`src/rtl/id_ex_skid_stage.sv`:
```
// ID->EX pipeline stage: valid/ready handshake with a 2-entry skid buffer.
// All outputs are registered; flush empties both slots to a NOP bubble.
module id_ex_skid_stage #(
  parameter int unsigned        DATA_W   = 32,
  parameter int unsigned        NUM_DATA = 4,
  parameter int unsigned        CTRL_W   = 24,
  parameter int unsigned        RD_W     = 5,
  parameter logic [CTRL_W-1:0]  CTRL_NOP = '0
) (
  input  logic                       CLK,
  input  logic                       RST_N,
  input  logic                       IN_VALID,
  output logic                       IN_READY,
  input  logic [RD_W-1:0]            IN_RD,
  input  logic [NUM_DATA*DATA_W-1:0] IN_DATA,
  input  logic [CTRL_W-1:0]          IN_CTRL,
  input  logic                       PC_SEL,
  input  logic                       FLUSH_E,
  output logic                       OUT_VALID,
  input  logic                       OUT_READY,
  output logic [RD_W-1:0]            OUT_RD,
  output logic [NUM_DATA*DATA_W-1:0] OUT_DATA,
  output logic [CTRL_W-1:0]          OUT_CTRL,
  output logic                       OUT_FLUSHED,
  output logic [1:0]                 OCCUPANCY
);

  localparam int unsigned DW = NUM_DATA * DATA_W;

  typedef struct packed {
    logic [RD_W-1:0]   rd;
    logic [DW-1:0]     data;
    logic [CTRL_W-1:0] ctrl;
  } entry_t;

  typedef enum logic [1:0] {
    EMPTY = 2'd0,
    HALF  = 2'd1,
    FULL  = 2'd2
  } state_e;

  localparam entry_t BUBBLE = entry_t'{
    rd:   '0,
    data: '0,
    ctrl: CTRL_NOP
  };

  state_e state_q, state_d;
  entry_t main_q, main_d;
  entry_t skid_q, skid_d;
  logic   flushed_q, flushed_d;
  logic   in_ready_q, out_valid_q;

  logic   accept, retire, flush;
  entry_t in_e;

  assign in_e   = entry_t'{rd: IN_RD, data: IN_DATA, ctrl: IN_CTRL};
  assign accept = IN_VALID & in_ready_q;
  assign retire = out_valid_q & OUT_READY;
  assign flush  = PC_SEL | FLUSH_E;

  always_comb begin
    state_d   = state_q;
    main_d    = main_q;
    skid_d    = skid_q;
    flushed_d = 1'b0;
    if (flush) begin
      // A same-edge retire already belongs to EX, so it is not "lost".
      state_d   = EMPTY;
      main_d    = BUBBLE;
      skid_d    = BUBBLE;
      flushed_d = (state_q == FULL) |
                  ((state_q == HALF) & ~retire);
    end else begin
      unique case (state_q)
        EMPTY: begin
          if (accept) begin
            state_d = HALF;
            main_d  = in_e;
          end
        end
        HALF: begin
          if (accept && retire) begin
            main_d = in_e;
          end else if (accept) begin
            state_d = FULL;
            skid_d  = in_e;
          end else if (retire) begin
            state_d = EMPTY;
            main_d  = BUBBLE;
          end
        end
        FULL: begin
          if (retire) begin
            state_d = HALF;
            main_d  = skid_q;
            skid_d  = BUBBLE;
          end
        end
        default: begin
          state_d = EMPTY;
          main_d  = BUBBLE;
          skid_d  = BUBBLE;
        end
      endcase
    end
  end

  always_ff @(posedge CLK or negedge RST_N) begin
    if (!RST_N) begin
      state_q     <= EMPTY;
      main_q      <= BUBBLE;
      skid_q      <= BUBBLE;
      flushed_q   <= 1'b0;
      in_ready_q  <= 1'b1;
      out_valid_q <= 1'b0;
    end else begin
      state_q     <= state_d;
      main_q      <= main_d;
      skid_q      <= skid_d;
      flushed_q   <= flushed_d;
      in_ready_q  <= (state_d != FULL);
      out_valid_q <= (state_d != EMPTY);
    end
  end

  assign IN_READY    = in_ready_q;
  assign OUT_VALID   = out_valid_q;
  assign OUT_RD      = main_q.rd;
  assign OUT_DATA    = main_q.data;
  assign OUT_CTRL    = main_q.ctrl;
  assign OUT_FLUSHED = flushed_q;
  assign OCCUPANCY   = state_q;

endmodule
```
`config.mk`:
```
export PLATFORM = sky130hd
export DESIGN_NAME = id_ex_skid_stage
export DESIGN_NICKNAME = d
export VERILOG_FILES = /design/src/rtl/id_ex_skid_stage.sv
export SDC_FILE = /design/constraint.sdc
export NUM_CORES = 1
export LEC_CHECK = 0
export CELL_PAD_IN_SITES_DETAIL_PLACEMENT = 0
export CELL_PAD_IN_SITES_GLOBAL_PLACEMENT = 1
export CORE_MARGIN = 1.5
export CORE_UTILIZATION = 40
export CTS_CLUSTER_DIAMETER = 50
export CTS_CLUSTER_SIZE = 28
export DETAILED_ROUTE_END_ITERATION = 8
export PLACE_DENSITY_LB_ADDON = 0.1
export SLEW_MARGIN = 40
export SYNTH_ARGS = -nofsm -noshare
export SYNTH_HDL_FRONTEND = slang
export SYNTH_SLANG_ARGS = --single-unit
export TNS_END_PERCENT = 1
```
`constraint.sdc`:
```
create_clock -name CLK -period 2.5 [get_ports CLK]
set_clock_uncertainty 0.05 [all_clocks]
set_input_delay 0.375 -clock CLK [delete_from_list [all_inputs] [get_ports CLK]]
set_output_delay 0.375 -clock CLK [all_outputs]
set_load 0.01 [all_outputs]
```
======== Yosys cells after proc, flatten, opt, wreduce, memory -nomap -nowiden ========
Cells that the tools add are included.
word-level totals
  input port bits ......................... 163
  register bits after elaboration ......... 319
  word-level logic and storage cells ...... 49
  output and inout port bits .............. 162
operators by class
  reductions and logical operators ........ 5
  mux-type cells .......................... 18
  bitwise gates (word level) .............. 6
  eq/ne operators ......................... 10
operator list
  cell                                                 count
  two-way mux 157 bit                                  8
  case mux 157 bit (3 select lines)                    2
  two-way mux 2 bit                                    6
  != test 3 bit, second input constant                 4
  != test 4 x 3 -> 1 bit, second input constant        2
  AND reduction 4 bit                                  2
  case mux 2 bit (3 select lines)                      1
  != test 2 bit, second input constant                 2
  AND 1 bit                                            3
  equality test 2 x 1 -> 1 bit, second input constant  1
  equality test 2 bit, second input constant           1
  logical NOT 2 bit                                    1
  bitwise OR 1 bit                                     2
  nonzero test 2 bit                                   1
  logical AND 1 bit                                    1
  two-way mux 1 bit                                    1
  inverter 1 bit                                       1

======== Longest topological paths before layout ========
  depth after elaboration ................. 7
  gate-level depth with buffers ........... 8
  depth with buffers taken out ............ 4

======== Least setup slack after synthesis ========
Ideal clock, no wire load.
  path kind ............................... register to register
  start point ............................. register in_ready_q, in the netlist IN_READY
  end point ............................... register main_q (netlist bit OUT_DATA[12])
  stages on the path, launching flop included .. 7
  clock period less this slack ............ 1.765 ns
  arrival time ............................ 1.566 ns
  required time ........................... 2.302 ns
  path buffers ............................ 2
  slack ................................... 0.735 ns
  library setup time ...................... 0.148 ns
  cell sequence ........................... dfstp_2 nand2_1 o2bb2ai_2 nor2_2 buf_2 buf_4 a211oi_2
between the ends
  cells in the longest elaborated chain, start to end .. 5
  elaborated cells between the ends (all ways) .. 9
  those cells by class .................... eq/ne: 3; mux: 3; bitwise: 1; reduce/logical: 2
RTL lines
  item                               line  source
  start: declaration                 52    logic in_ready_q, out_valid_q;
  start signal: assignment           122   in_ready_q <= (state_d != FULL);
  AND 1 bit (*)                      58    assign accept = IN_VALID & in_ready_q;
  logical AND 1 bit                  83    if (accept && retire) begin
  two-way mux 157 bit                83
  case mux 157 bit (3 select lines)  75    unique case (state_q)
  two-way mux 157 bit                67    if (flush) begin
  end signal: assignment             119   main_q <= main_d;
  end: declaration                   49    entry_t main_q, main_d;
Every way passes the cells marked *; elsewhere a longest branch is shown, timed or not.
A chain may end at the register's enable or synchronous reset.

======== Final worst setup path ========
  start point ............................. register state_q[0], in the netlist OCCUPANCY[0]
  end point ............................... output port OCCUPANCY[0]
RTL lines
  item                      line  source
  start: declaration        48    state_e state_q, state_d;
  start signal: assignment  118   state_q <= state_d;
  end: declaration          25    output logic [1:0] OCCUPANCY
No word-level cell between the ends.

==> out/metrics.csv <==
metric,value,unit
outcome,finished clean,
syn_avg_cell_area,9.46,sq um
top_usage_layer,met2,
cts_root_buf,clkbuf_16,
post-route-drc-count,0,
use_met1,0.350,
holdWs,0.357,ns
setup_viol,0,
power_density,624,nW/um^2
synth_compound_area_frac,0.170,
end_kind,primary output,
yosysTopAreaCell,dfrtp_1,
reg2reg_from,OCCUPANCY[1],
tritoncts,yes,
grtUsageTotal,0.244,
cts_sinks,319,
ys_ff_latch,319,
yosys.area_share.simple,0.114,
drv_slew,0,
core,41800,sq um
gp_congestion,0.769,
overflow,0,
netlist_top_cells_count,"318 x dfrtp_1, 318 x nand2_1, 313 x mux2i_1",
htreeDepth,2,
cts_buffers,42,
drt-total-wl,53.8,mm
clock_latency,0.56,ns
dp_hpwl,32.1,mm
pre_cts_ws,0.0855,ns
finalCritPeriodShare,0.941,
grt_pass1_vias,14160,
required,2.08,ns
met2_usage,0.372,
synthToLayoutAreaGrowth,31.5,%
arrival,1.93,ns
synth_top_family_by_area,multiplexers,
vias,14333,
synthMuxAreaShare,0.186,
drive_gt1_frac,0.0717,
hold_violations,0,
ir_worst_vdd,0.000489,V
crit_fanout,43,
post_cts_buffers,0,
startpoint_type,register,
clockBufferDepth,3,
total_power,13.8,mW
grt_use_met3,0.0483,
first_iter_violations,836,
die_h,208,um
relSlewSlack,0.510,
max_freq,425,MHz
synth_cell_types,33,
criticalPathCategory,reg2out,
reg2reg_depth,5,
synthAdderAreaFrac,0,
synthCells,1782,
antenna_left,0,
die_area,43400,sq um
wl_per_cell,20.7,um
yosysSeqAreaShare,0.474,
grt_pass1_wl,84.1,mm
max_cap_viol_count,0,
synthFlopType,dfrtp_1,
die_w,208,um
drt_first_pass_iters,4,
fin_ws,0.147,ns
viasPerCell,5.50,
fin_setup_tns,0,ns
post-route-min-period,2.35,ns
hold_class,in2async,
crit_start,OCCUPANCY[0],
clkTransAtPathRegs,0.06,ns
fin_util,0.531,
p_leak,8.65,nW
synth.net_count,1945,
rsz0062_at_grt,no,
synth_xor_area_frac,0,
ys_async_sr_fraction,1.00,
synth_area_leaders,"dfrtp_1 47%, mux2i_1 19%, a21oi_1 9.2%",
grt_max_degree,115,
rrSetupSlack,0.32,ns
io_buffer_count,324,
rows,75,
io_pins,325,
fin_nets,2194,
yosysTopAreaCellShare,0.472,
synth-edff-count,0,
antenna_found_initial,8,
worstMarginPinSlew,0.736,ns
syn_area,16900,sq um
reg2reg_to,OUT_DATA[90],
yosys_warnings,0,
start_util,0.404,
routing by layer:
metal	wire length [um]	vias to the layer above
met5	95	-
met4	1200	12
met3	2870	79
met2	24600	367
met1	25100	7126
li1	-	6749
layout by cell type, fill, tap and decap left out, drive strengths merged:
cell type,n
o221a,1
a2111oi,4
nand2,318
clkdlybuf4s50,322
a221oi,1
bufinv,3
dfstp,1
and4,1
nor3,4
nand2b,3
o22a,1
bufbuf,1
clkbuf,56
nand3,3
or2,1
clkinvlp,4
o2bb2ai,1
clkinv,7
dlygate4sd3,1
mux2i,313
a22o,1
diode,2
inv,8
a21o,1
and2,1
a21oi,311
a211oi,152
o21ai,3
dlygate4sd2,1
buf,53
nor2b,2
nor3b,1
nor2,164
a2bb2oi,1
dfrtp,318
cell families after synthesis:
family          count (synthesis)
buf+inv                       175
compound gates                477
simple gates                  498
mux                           313
flops                         319
worst max-delay path, stage by stage, from the launching register on:
cell and delay, ns:
dfrtp_4 0.50, buf_16 0.27, clkdlybuf4s50_1 0.59
through the flow:
stage	cell area, sq um	cells
floorplan	16900	1782
global placement	20700	2523
detailed placement	20700	2523
CTS	22100	2601
global route	22200	2603
finish	22200	2604
state kept, by name, indices dropped and copies added (netlist names):
name         flops
IN_READY         1
OCCUPANCY        2
OUT_CTRL        24
OUT_DATA       128
OUT_FLUSHED      1
OUT_RD           5
OUT_VALID        1
skid_q         157
power breakdown:
part,internal [mW],switching [mW]
clock network,3.66,2.47
registers,5.32,0.119
logic,1.02,1.24
total,10.0,3.83
worst max path at each step:
stage                               to  slack, ns
final                     OCCUPANCY[0]       0.15
after global routing      OCCUPANCY[0]       0.09
after CTS                 OCCUPANCY[0]      0.002
after detailed placement  OUT_DATA[86]       0.09
after global placement    OUT_DATA[80]       0.18
after floorplan           OUT_DATA[12]       0.74
area by class of cell:
| class | count | area, sq um |
|---|---|---|
| Fill cell | 3707 | 19600 |
| Sequential cell | 319 | 7990 |
| Multi-Input combinational cell | 1288 | 7970 |
| Timing Repair Buffer | 379 | 4120 |
| Clock buffer | 55 | 1170 |
| Tap cell | 539 | 674 |
| Clock inverter | 21 | 234 |
| Antenna cell | 2 | 5.00 |
| Inverter | 1 | 3.75 |
repair_timing:
action,CTS,global route
gates resized for setup,3,0
setup endpoints to repair,2,1
cloned,1,1
hold buffers,1,0
hold endpoints to repair,62,0
Power figures use the tool's default switching activity.
